$ cat config.mk
export PLATFORM = sky130hd
export DESIGN_NAME = decim_avg_iq_core
export DESIGN_NICKNAME = d
export VERILOG_FILES = /design/src/rtl/decim_avg_iq_core.sv
export SDC_FILE = /design/constraint.sdc
export NUM_CORES = 1
export LEC_CHECK = 0
export CORE_ASPECT_RATIO = 1.2
export CORE_MARGIN = 5
export CORE_UTILIZATION = 48
export CTS_BUF_LIST = sky130_fd_sc_hd__clkbuf_8
export DETAILED_ROUTE_END_ITERATION = 10
export HOLD_SLACK_MARGIN = 0.1
export PLACE_DENSITY_LB_ADDON = 0.05
export SYNTH_ARGS = -nofsm -noshare
export SYNTH_HDL_FRONTEND = slang
export SYNTH_SLANG_ARGS = --single-unit
$ cat constraint.sdc
create_clock -name clk -period 6.3 [get_ports clk]
set_input_delay 0.63 -clock clk [delete_from_list [all_inputs] [get_ports clk]]
set_output_delay 0.63 -clock clk [all_outputs]
set_load 0.05 [all_outputs]
$ cat src/rtl/decim_avg_iq_core.sv
// decim_avg_iq_core: I/Q block-averaging decimator.
// Reads ilen samples per channel (memory or input FIFO), averages each block
// of D = 2^k samples with round-half-up and writes one I/Q result per block.
// A trailing partial block is accumulated and then dropped.
//
// Ports:
//   clk, rstn                  clock, asynchronous active-low reset
//   start                      begin a job (only honoured in IDLE)
//   Empty_i, Afull_i           input FIFO empty / output FIFO almost full
//   config_reg[127:0]          reg0[0]=bypass reg0[1]=mode(1=stream)
//                              reg1[7:0]=k reg2=ilen reg3 unused
//   data_from_mem_I/Q          memory read data (1 cycle after address)
//   data_from_fifo_I/Q         FIFO read data (1 cycle after read enable)
//   Read_addr_mem              input sample index (truncated rd count)
//   Write_addr_mem             output index (truncated out count)
//   Write_Enable_mem/_fifo     result write strobe, routed by mode
//   Read_Enable_fifo           FIFO pop in stream mode
//   status_reg[7:0]            {0,0,bypass,mode,stop_Afull,stop_empty,busy,done}
//   I_dec, Q_dec               registered averages

// Per-channel accumulate / round / shift.
module decim_avg_lane #(
  parameter int DW   = 12,
  parameter int ACCW = 16,
  parameter int KW   = 3
) (
  input  logic                 clk,
  input  logic                 rstn,
  input  logic                 i_clr,
  input  logic                 i_vld,
  input  logic                 i_first,
  input  logic                 i_last,
  input  logic [KW-1:0]        i_k,
  input  logic signed [DW-1:0] i_smp,
  output logic signed [DW-1:0] o_res
);
  logic signed [ACCW-1:0] r_acc, w_ext, w_acc_new, w_rnd, w_sum;

  always_comb begin
    w_ext     = {{(ACCW-DW){i_smp[DW-1]}}, i_smp};
    w_acc_new = i_first ? w_ext : r_acc + w_ext;
    // half an LSB of the output, so the arithmetic shift rounds half up
    w_rnd     = (i_k == '0) ? '0 : (ACCW'(1) << (i_k - 1'b1));
    w_sum     = w_acc_new + w_rnd;
  end

  always_ff @(posedge clk or negedge rstn) begin
    if (!rstn) begin
      r_acc <= '0;
      o_res <= '0;
    end else if (i_clr) begin
      r_acc <= '0;
    end else if (i_vld) begin
      r_acc <= w_acc_new;
      // a block average always fits the sample range, so plain truncation
      if (i_last) o_res <= DW'(w_sum >>> i_k);
    end
  end
endmodule

module decim_avg_iq_core #(
  parameter int CONFIG_WIDTH   = 32,
  parameter int DATAPATH_WIDTH = 12,
  parameter int MEM_ADDR_WIDTH = 16,
  parameter int LOG2_DMAX      = 4
) (
  input  logic                             clk,
  input  logic                             rstn,
  input  logic                             start,
  input  logic                             Empty_i,
  input  logic                             Afull_i,
  input  logic [4*CONFIG_WIDTH-1:0]        config_reg,
  input  logic signed [DATAPATH_WIDTH-1:0] data_from_mem_I,
  input  logic signed [DATAPATH_WIDTH-1:0] data_from_mem_Q,
  input  logic signed [DATAPATH_WIDTH-1:0] data_from_fifo_I,
  input  logic signed [DATAPATH_WIDTH-1:0] data_from_fifo_Q,
  output logic [MEM_ADDR_WIDTH-1:0]        Read_addr_mem,
  output logic [MEM_ADDR_WIDTH-1:0]        Write_addr_mem,
  output logic                             Write_Enable_mem,
  output logic                             Write_Enable_fifo,
  output logic                             Read_Enable_fifo,
  output logic [7:0]                       status_reg,
  output logic signed [DATAPATH_WIDTH-1:0] I_dec,
  output logic signed [DATAPATH_WIDTH-1:0] Q_dec
);
  localparam int DW   = DATAPATH_WIDTH;
  localparam int CW   = CONFIG_WIDTH;
  localparam int ACCW = DATAPATH_WIDTH + LOG2_DMAX;
  localparam int KW   = $clog2(LOG2_DMAX + 1);
  localparam int NUM_LANES = 2;  // lane 0 = I, lane 1 = Q

  typedef enum logic [1:0] {S_IDLE, S_RUN, S_DONE} state_t;

  state_t                r_state, w_next;
  logic                  r_bypass, r_mode;
  logic [KW-1:0]         r_k, w_keff;
  logic [CW-1:0]         r_ilen, r_rd_cnt, r_out_cnt;
  logic [LOG2_DMAX-1:0]  r_smp_cnt, w_dm1;
  logic                  r_vld, r_wr;
  logic                  w_start_acc, w_rd, w_first, w_last, w_busy, w_done;
  logic [7:0]            w_kf;
  logic                  w_unused;
  logic [NUM_LANES-1:0][DW-1:0] w_smp, w_res;

  assign w_kf     = config_reg[CW +: 8];
  assign w_keff   = config_reg[0] ? '0 :
                    (w_kf > 8'(LOG2_DMAX)) ? KW'(LOG2_DMAX) : w_kf[KW-1:0];
  assign w_unused = &{1'b0, config_reg[4*CW-1:3*CW], config_reg[2*CW-1:CW+8],
                      config_reg[CW-1:2]};

  assign w_start_acc = (r_state == S_IDLE) && start;
  assign w_dm1       = ~({LOG2_DMAX{1'b1}} << r_k);  // D-1
  assign w_first     = (r_smp_cnt == '0);
  assign w_last      = (r_smp_cnt == w_dm1);
  // Stream mode stalls on either flag, combinationally, in the same cycle.
  assign w_rd = (r_state == S_RUN) && (r_rd_cnt < r_ilen) &&
                (!r_mode || (!Empty_i && !Afull_i));

  // State register
  always_ff @(posedge clk or negedge rstn) begin
    if (!rstn) r_state <= S_IDLE;
    else       r_state <= w_next;
  end

  // Next state: leave RUN once all reads are issued and the last sample has
  // been absorbed; a strobe raised this cycle completes this cycle.
  always_comb begin
    w_next = r_state;
    case (r_state)
      S_IDLE: if (start) w_next = (config_reg[3*CW-1:2*CW] == '0) ? S_DONE : S_RUN;
      S_RUN:  if ((r_rd_cnt == r_ilen) && !r_vld) w_next = S_DONE;
      S_DONE: w_next = S_IDLE;
      default: w_next = S_IDLE;
    endcase
  end

  // Outputs
  always_comb begin
    w_busy            = (r_state == S_RUN);
    w_done            = (r_state == S_DONE);
    Read_addr_mem     = r_rd_cnt[MEM_ADDR_WIDTH-1:0];
    Write_addr_mem    = r_out_cnt[MEM_ADDR_WIDTH-1:0];
    Write_Enable_mem  = r_wr & ~r_mode;
    Write_Enable_fifo = r_wr & r_mode;
    Read_Enable_fifo  = w_rd & r_mode;
    status_reg        = {2'b00, r_bypass, r_mode, w_busy & r_mode & Afull_i,
                         w_busy & r_mode & Empty_i, w_busy, w_done};
  end

  // Counters and the read-valid / write-strobe pipeline
  always_ff @(posedge clk or negedge rstn) begin
    if (!rstn) begin
      r_bypass  <= 1'b0;
      r_mode    <= 1'b0;
      r_k       <= '0;
      r_ilen    <= '0;
      r_rd_cnt  <= '0;
      r_out_cnt <= '0;
      r_smp_cnt <= '0;
      r_vld     <= 1'b0;
      r_wr      <= 1'b0;
    end else if (w_start_acc) begin
      r_bypass  <= config_reg[0];
      r_mode    <= config_reg[1];
      r_k       <= w_keff;
      r_ilen    <= config_reg[3*CW-1:2*CW];
      r_rd_cnt  <= '0;
      r_out_cnt <= '0;
      r_smp_cnt <= '0;
      r_vld     <= 1'b0;
      r_wr      <= 1'b0;
    end else begin
      r_vld <= w_rd;
      r_wr  <= r_vld & w_last;
      if (w_rd) r_rd_cnt <= r_rd_cnt + 1'b1;
      if (r_vld) r_smp_cnt <= w_last ? '0 : r_smp_cnt + 1'b1;
      if (r_wr) r_out_cnt <= r_out_cnt + 1'b1;
    end
  end

  assign w_smp[0] = r_mode ? data_from_fifo_I : data_from_mem_I;
  assign w_smp[1] = r_mode ? data_from_fifo_Q : data_from_mem_Q;

  for (genvar g = 0; g < NUM_LANES; g++) begin : g_lane
    decim_avg_lane #(.DW(DW), .ACCW(ACCW), .KW(KW)) u_lane (
      .clk     (clk),
      .rstn    (rstn),
      .i_clr   (w_start_acc),
      .i_vld   (r_vld),
      .i_first (w_first),
      .i_last  (w_last),
      .i_k     (r_k),
      .i_smp   (w_smp[g]),
      .o_res   (w_res[g])
    );
  end

  assign I_dec = w_res[0];
  assign Q_dec = w_res[1];
endmodule

## After elaboration in Yosys (flattened, before gate mapping)

Cells that the tools add are included.

- Bits of input ports: 181
- Word-level logic and storage cells: 87
- Flip-flop bits (word level): 165
- Output and inout port bits: 67

- Equality and inequality tests: 6
- Multiplexer cells: 24
- Shifts and indexed selects: 4
- Reductions and logical operators: 19
- Bitwise logic cells: 10
- Order comparisons: 2
- $add $sub $neg: 8

Operators by type and width:

| operator | count |
|---|---|
| 2-to-1 mux 32 bit | 4 |
| 2-to-1 mux 16 bit | 7 |
| adder 32 x 1 -> 32 bit (second input constant) | 2 |
| adder 16 x 12 -> 16 bit | 2 |
| adder 16 bit | 2 |
| equality test 32 bit | 1 |
| zero test 32 bit | 1 |
| less-than comparator 32 bit | 1 |
| >>> shifter 16 x 3 -> 12 bit | 2 |
| 2-to-1 mux 12 bit | 2 |
| left shift 1 x 3 -> 16 bit (first input constant) | 1 |
| 2-to-1 mux 4 bit | 3 |
| greater-than comparator 8 x 3 -> 1 bit (second input constant) | 1 |
| bitwise AND 1 bit | 7 |
| 2-to-1 mux 2 bit | 3 |
| 2-to-1 mux 3 bit | 2 |
| nonzero test 2 bit | 3 |
| logical AND 1 bit | 5 |
| adder 4 x 1 -> 4 bit (second input constant) | 1 |
| equality test 4 bit | 1 |
| zero test 1 bit | 4 |
| zero test 4 bit | 1 |
| NOT 4 bit | 1 |
| one-hot mux 2 bit (2 select lines) | 1 |
| 13 further kinds | 15 |

## Depth between registers and ports, before layout

Gate-level depths: netlist of run 1.

- Depth in word-level cells: 6
- Depth in mapped cells: 23
- Gate-level depth less buffers: 21

## Hierarchy

From an unflattened synthesis of run 1, not the netlist that was laid out.

- Cells, all modules: 1540
- Area, all modules: 12901.1 sq um

Modules (own cells, without submodules):

| module | seq. area each (sq um) | area an instance (sq um) | cells an instance | instances |
|---|---|---|---|---|
| decim_avg_iq_core | 2327.2 | 5848.1 | 650 | 1 |
| decim_avg_lane at g_lane[1].u_lane | 700.7 | 3624.7 | 447 | 1 |
| decim_avg_lane at g_lane[0].u_lane | 700.7 | 3428.3 | 443 | 1 |

## Worst setup path before layout of run 1

OpenSTA, ideal clock, no wires.

- Path kind: flip-flop to flip-flop
- Start: register r_mode
- End: register g_lane[1].u_lane.o_res[5]
- Required time: 6174 ps
- Clock period less this slack: 5093 ps
- Cell stages (with the launch flop): 20
- Arrival: 4967 ps
- Path slack: 1207 ps
- Buffers on the path: 2
- Setup time: 126 ps
- Cell sequence: dfrtp_1 buf_2 buf_1 mux2_2 ha_1 fa_1 a21o_1 a221oi_2 xnor2_1 o21ai_0 inv_1 ha_1 nand2_1 o21ai_0 o21ai_0 o21bai_1 nor3b_1 xnor2_1 mux4_2 a221o_1

- Cells in the longest elaborated chain, start to end: 5

RTL lines:

| item | line | text |
|---|---|---|
| from (decl) | 95 | `logic r_bypass, r_mode;` |
| from (signal assigned) | 164 | `r_mode <= config_reg[1];` |
| 2-to-1 mux 12 bit * | 182 | `assign w_smp[1] = r_mode ? data_from_fifo_Q : data_from_mem_Q;` |
| adder 16 x 12 -> 16 bit | 41 | `w_acc_new = i_first ? w_ext : r_acc + w_ext;` |
| 2-to-1 mux 16 bit * | 41 |  |
| adder 16 bit * | 44 | `w_sum = w_acc_new + w_rnd;` |
| >>> shifter 16 x 3 -> 12 bit * | 56 | `if (i_last) o_res <= DW'(w_sum >>> i_k);` |
| to (signal assigned) | 56 |  |
| to (decl) | 35 | `output logic signed [DW-1:0] o_res` |

Mark *: on every way between the ends. The rest lies on a longest branch, timed or not.
A chain may end at the register's enable or synchronous reset.

## Worst setup path in the final report of run 1

Same ends and word-level chain as after synthesis.

==> impl_metrics.csv, run 1 <==
group,metric,value,unit
timing,hold_viol,0,
clocking,clkTransAtPathRegs,0.10,ns
synthesis,syn_area_per_cell,8.32,µm²
synthesis,synth-main-ff-cell,"dfrtp_1",
drt,via_count,10600,
power_and_ir_drop,power.switching,3.88,mW
global_route,grt_overflow_total,0,
synthesis,synth_cell_types,81,
timing,fin_skew,0.0276,ns
worst_setup_path,crit_path_top_delay_cell,"dfrtp_1",
synthesis,synth_top_area_share,31.7,%
worst_setup_path,cp-end-kind,"flip-flop",
timing,setup_slack,0.865,ns
clocking,tritoncts,"yes",
drt,dr.pass1.iters,5,
cells_and_area,drive_gt1_share,6.38,%
status,status,"finished clean",
drt,post_drt_via_cell_ratio,5.70,
synthesis,synth_top_area_cell,"dfrtp_1",
floorplan,fp-row-count,62,
power_and_ir_drop,cellLeakagePower,6.33,nW
worst_setup_path,slowest_delay,0.61,ns
power_and_ir_drop,combPwrFrac,69.6,%
synthesis,syn_inst,1411,
synthesis,synth-edff-count,0,
timing,grt_setup_unrepaired,"no",
cells_and_area,synthToLayoutAreaGrowth,18.4,%
synthesis,synthArstFlopShare,100,%
floorplan,die_h,181,µm
floorplan,core_area,24000,µm²
clocking,numCtsBuffers,17,
worst_setup_path,worstSetupStartpointType,"flip-flop",
clocking,holdBufCountCts,0,
floorplan,die_w,153,µm
drt,ant_nets,0,
clocking,cts_resized,0,
cells_and_area,antenna_cells,0,
cells_and_area,n_fill_cell,2318,
clocking,clock-sinks,149,
timing,slew_headroom,22.9,%
synthesis,ys_warn_count,0,
worst_setup_path,rrSetupSlack,0.87,ns
clocking,clock_path_buffers,2,
clocking,post_cts_buffers,0,
synthesis,synth_area_leaders,"dfrtp_1 32%, ha_1 8.9%, nand2_1 5.0%",
timing,worst_pin_slew,1.14,ns
worst_setup_path,cp.arrival,5.78,ns
global_route,gr-usage-all-layers,23.1,%
clocking,h-tree-depth,4,
placed_design,gp_congestion,0.847,
floorplan,initial_utilization,48.8,%
timing,setup_violations,0,
global_route,grt_pass1_vias,10500,
worst_setup_path,crit_path_frequent_cell,"o21ai_0",
cells_and_area,utilization,57.8,%
power_and_ir_drop,power_frac_clock,10.6,%
floorplan,dieArea,27700,µm²
cells_and_area,regArea,3730,µm²
global_route,grt_pass1_wl,53.2,mm
worst_setup_path,cp_max_fo,18,
power_and_ir_drop,p_sw_share,51.4,%
timing,fmax,0.184,GHz
drt,first_iter_violations,646,
placed_design,numPortBuffers,159,
clocking,insertion_delay,0.46,ns
placed_design,place_hpwl,23.9,mm
drt,drt_wl_total,32.1,mm
drt,post_drt_wl_per_cell,17.3,µm
power_and_ir_drop,ir_worst_vdd,0.000294,V
worst_hold_path,hp-class,"in -> async",
timing,finalSetupTns,0,ns
clocking,clockRootBuffer,"clkbuf_8",
worst_setup_path,crit_type,"reg -> reg",
worst_setup_path,critPathBufInv,3,
floorplan,io_pins,248,
cells_and_area,final_common_cell,"clkdlybuf4s50_1",
global_route,grt_max_degree,97,
power_and_ir_drop,power_density,544,nW/µm²
timing,fin_crit_sh,86.3,%
timing,fin_crit,5.43,ns
worst_setup_path,crit_family,"compound AO/OA/AOI/OAI gates",
power_and_ir_drop,p_int,3.68,mW
cells_and_area,num-nets-final,1793,
timing,drv_slew,0,
cells_and_area,multi_input_area,7340,µm²
worst_setup_path,path_cells,"buf_4 -> mux2_2 -> ha_1 -> and3_1 -> a221oi_2 -> buf_4 -> xnor2_1 -> o21ai_0 -> inv_1 -> ha_1 -> nand2_1 -> o21ai_0 -> o21ai_0 -> o21bai_1 -> nor3b_1 -> xnor2_1 -> mux4_2 -> a221o_1",
power_and_ir_drop,seqPwrFrac,19.8,%
flow_run,max_cap_viol_count,0,
cells_and_area,final_cell_mix,"158 x clkdlybuf4s50_1, 157 x nand2_1, 148 x dfrtp_1, 129 x nor2_1, 102 x o21ai_0",
placed_design,place_ws,0.682,ns
synthesis,synth_area,11700,µm²
power_and_ir_drop,total_power,7.56,mW
synthesis,seq_area_frac_synth,31.7,%
worst_setup_path,required,6.65,ns
timing,holdWs,0.255,ns
synthesis,synth-seq-cells,149,
global_route,antenna_found_initial,0,
drt,drc,0,
final cells by class:
type	instances	area share, %
Clock buffer	17	1.68
Clock inverter	14	1.18
Inverter	72	1.94
Multi-Input combinational cell	1103	52.8
Sequential cell	149	26.8
Tap cell	320	2.88
Timing Repair Buffer	181	12.7
final timing paths:
path,from,end,cells after the start
max reg2reg,r_mode,g_lane[1].u_lane.o_res[5],18
min reg2reg,g_lane[1].u_lane.o_res[2],g_lane[1].u_lane.o_res[2],1
max,r_mode,g_lane[1].u_lane.o_res[5],18
min,rstn,r_out_cnt[12],1
min in group clk,g_lane[1].u_lane.o_res[2],g_lane[1].u_lane.o_res[2],1
max in group asynchronous,rstn,r_ilen[24],2
registers in the layout, summed over array words and instances, names as in the netlist:
name                 count
r_rd_cnt                32
r_wr                     1
g_lane.u_lane.r_acc     32
r_k                      3
r_mode                   1
r_smp_cnt                4
g_lane.u_lane.o_res     24
r_bypass                 1
r_state                  2
r_ilen                  32
r_vld                    1
r_out_cnt               16
power groups by stage:
stage	Combinational (mW)	Sequential, mW	Clock, mW
global placement	5.17	1.51	0
detailed placement	5.25	1.52	0
CTS	5.27	1.50	0.815
finish	5.26	1.50	0.800
global route	5.82	1.54	0.859
floorplan	3.61	1.73	0
cells in the mapped netlist, types with 16 or more instances:
master / n
buf_4: 22
xnor2_1: 31
and3_1: 35
inv_1: 70
o21a_1: 18
xor2_1: 21
o21ai_0: 102
nor3_1: 20
a21oi_1: 79
nor4_1: 16
a21o_1: 35
nand3_1: 35
dfrtp_1: 149
nand2_1: 157
mux2_2: 21
ha_1: 84
nor2_1: 129
a211oi_1: 32
nand4_1: 24
or3_1: 19
mux2i_1: 52
clkbuf_1: 54
logic make-up (layout without fill, tap and decap cells):
logic type                 Yosys count  count (layout)  share of synthesized area [%]
adders and majority gates           88              88                           9.63
xor gates and xnor gates            52              52                           3.88
muxes                               80              80                           7.40
DFF                                149             149                           31.7
AOI/OAI and AO/OA                  379             379                           20.9
and+or+nand+nor                    502             502                           20.5
buffers and inverters              160             284                           5.86
other                                1               2                         0.0319
layer usage:
layer | vias to the layer above | GRT usage [%] | part of all wire, %
li1 | 5308 | - | -
met1 | 5024 | 28.3 | 43
met2 | 214 | 42.6 | 51
met3 | 31 | 3.30 | 3.4
met4 | 0 | 5.88 | 2.1
met5 | - | 0 | 0
worst register-to-register path: cells and delay by family, from the launching register on:
family / cells / cell delay (ns)
xor+xnor: 2 / 0.27
buf+inv: 3 / 0.69
simple gates: 3 / 0.58
compound gates: 6 / 1.52
fa+ha+maj: 2 / 0.74
flops: 1 / 0.61
mux: 2 / 0.92
stage by stage:
stage,cell area (µm²),cells
after floorplan,11700,1412
after global placement,13500,1825
after detailed placement,13500,1825
after CTS,13900,1856
after global routing,13900,1856
final,13900,1856
No activity file was read; power rests on OpenSTA's default activity.
==> run 2, diff against run 1 <==
CORE_UTILIZATION = 54   (was 48)
==> run 2 against run 1 <==
  * Final cell count down 2.5%
  * Via count up 0.88%
  * Critical path depth up 1
  * Final area down 0.67%
  * Critical path type unchanged
==> impl_metrics.csv, run 2 (synthesized netlist as in run 1, its figures left out) <==
group,metric,value,unit
status,status,"finished clean",
timing,hold_viol,0,
cells_and_area,drive_gt1_share,6.38,%
timing,drv_slew,0,
worst_setup_path,cp_max_fo,11,
drt,dr.pass1.iters,5,
timing,fmax,0.186,GHz
floorplan,io_pins,248,
floorplan,dieArea,24800,µm²
timing,fin_skew,0.0187,ns
worst_setup_path,crit_start,"r_mode",
worst_hold_path,hp-class,"in -> async",
worst_setup_path,crit_path_frequent_cell,"a21oi_1",
drt,post_drt_via_cell_ratio,5.90,
placed_design,place_hpwl,23.4,mm
drt,first_iter_violations,596,
power_and_ir_drop,power_density,542,nW/µm²
flow_run,max_cap_viol_count,0,
clocking,post_cts_buffers,0,
cells_and_area,n_fill_cell,1955,
drt,drc,0,
worst_setup_path,required,6.70,ns
timing,slew_headroom,28.5,%
cells_and_area,num-nets-final,1793,
floorplan,die_h,172,µm
worst_setup_path,slowest_delay,0.57,ns
timing,holdWs,0.249,ns
worst_setup_path,crit_path_top_delay_cell,"dfrtp_1",
timing,fin_crit_sh,85.2,%
worst_setup_path,worstSetupStartpointType,"flip-flop",
cells_and_area,antenna_cells,0,
worst_setup_path,rrSetupSlack,0.93,ns
clocking,clkTransAtPathRegs,0.09,ns
cells_and_area,final_common_cell,"clkdlybuf4s50_1",
global_route,grt_pass1_wl,50.9,mm
floorplan,fp-row-count,59,
worst_setup_path,cp-end-kind,"flip-flop",
timing,grt_setup_unrepaired,"no",
clocking,numCtsBuffers,17,
cells_and_area,final_cell_mix,"158 x clkdlybuf4s50_1, 157 x nand2_1, 148 x dfrtp_1, 129 x nor2_1, 102 x o21ai_0",
placed_design,gp_congestion,0.930,
floorplan,die_w,145,µm
clocking,clockRootBuffer,"clkbuf_8",
worst_setup_path,cp.arrival,5.77,ns
global_route,grt_overflow_total,0,
timing,setup_violations,0,
drt,post_drt_wl_per_cell,17.3,µm
global_route,grt_max_degree,98,
clocking,h-tree-depth,4,
drt,ant_nets,0,
worst_setup_path,r2r_start,"r_mode",
global_route,antenna_found_initial,0,
cells_and_area,synthToLayoutAreaGrowth,17.6,%
clocking,clock-sinks,149,
worst_setup_path,path_cells,"buf_4 -> mux2_2 -> ha_1 -> and3_1 -> a221oi_1 -> a21oi_1 -> xnor2_1 -> o21ai_0 -> ha_1 -> o21ai_0 -> a21oi_1 -> o41a_1 -> a211oi_1 -> a211o_1 -> a211oi_1 -> a21oi_1 -> mux2_1 -> mux2_1 -> o21ai_1",
clocking,holdBufCountCts,0,
floorplan,core_area,21600,µm²
cells_and_area,top_regs,"g_lane.u_lane.r_acc x32, r_ilen x32, r_rd_cnt x32",
timing,worst_pin_slew,1.06,ns
timing,finalSetupTns,0,ns
clocking,cts_resized,0,
timing,fin_crit,5.37,ns
power_and_ir_drop,ir_worst_vdd,0.000345,V
drt,via_count,10700,
global_route,grt_pass1_vias,10400,
clocking,tritoncts,"yes",
global_route,gr-usage-all-layers,25.3,%
clocking,insertion_delay,0.47,ns
worst_setup_path,crit_type,"reg -> reg",
floorplan,initial_utilization,54.5,%
power_and_ir_drop,cellLeakagePower,6.32,nW
drt,drt_wl_total,31.2,mm
placed_design,numPortBuffers,159,
clocking,clock_path_buffers,2,
==> run 2: cell types whose count changed in the layout (fill, tap and decap cells not counted) <==
cell / delta
buf_12: -1
buf_4: +1
bufinv_16: -1
clkinv_2: +1
clkinv_4: -1
clkinvlp_4: +1
inv_6: -1
inv_8: +1
==> run 2: final timing paths <==
path / endpoint / depth (start not counted)
max: g_lane[0].u_lane.o_res[6] / 19
min: r_out_cnt[13] / 1
max reg2reg: g_lane[0].u_lane.o_res[6] / 19
min reg2reg: r_bypass / 2
max in group asynchronous: g_lane[1].u_lane.o_res[6] / 2
min in group clk: r_bypass / 2
==> run 2: cell type report <==
cell class	count	area, µm²	share of cell area (%)
multi-input cells	1103	7340	53.1
flip-flops and latches	149	3730	27.0
repair buffers	181	1760	12.7
well taps	274	343	2.48
inverters	72	270	1.96
clock buffers	17	234	1.69
clock inverters	14	140	1.01
==> run 2: routing by layer <==
layer | track usage [%] | vias up | share of wire [%]
met5 | 0 | - | 0
met4 | 6.53 | 0 | 2.2
met3 | 3.28 | 41 | 3.8
met2 | 46.8 | 223 | 51
met1 | 30.9 | 5098 | 43
li1 | - | 5308 | -
==> run 2: critical path, delay by kind of cell (launching register included) <==
kind	cells	cell delay (ns)
xor gates and xnor gates	1	0.21
DFF	1	0.57
AOI/OAI and AO/OA	11	2.28
muxes	3	1.02
adders and majority gates	2	0.71
buffers and inverters	1	0.27
and+or+nand+nor	1	0.21
==> run 2: per-stage QoR <==
step / instances / worst slack (ns) / power, mW / util, % / cell area (µm²)
finish: 1810 / 0.930 / 7.49 / 64.1 / 13800
floorplan: 1412 / 1.21 / 5.34 / - / 11700
global route: 1810 / 0.595 / 8.12 / 64.1 / 13800
CTS: 1810 / 0.997 / 7.50 / 64.1 / 13800
detailed placement: 1779 / 0.737 / 6.73 / 62.4 / 13400
global placement: 1779 / 0.795 / 6.63 / 62.4 / 13400
==> run 2: power breakdown <==
group          internal, mW  switching [mW]
Combinational          2.04            3.22
Clock                 0.322           0.425
Sequential             1.27           0.220
Total                  3.63            3.86
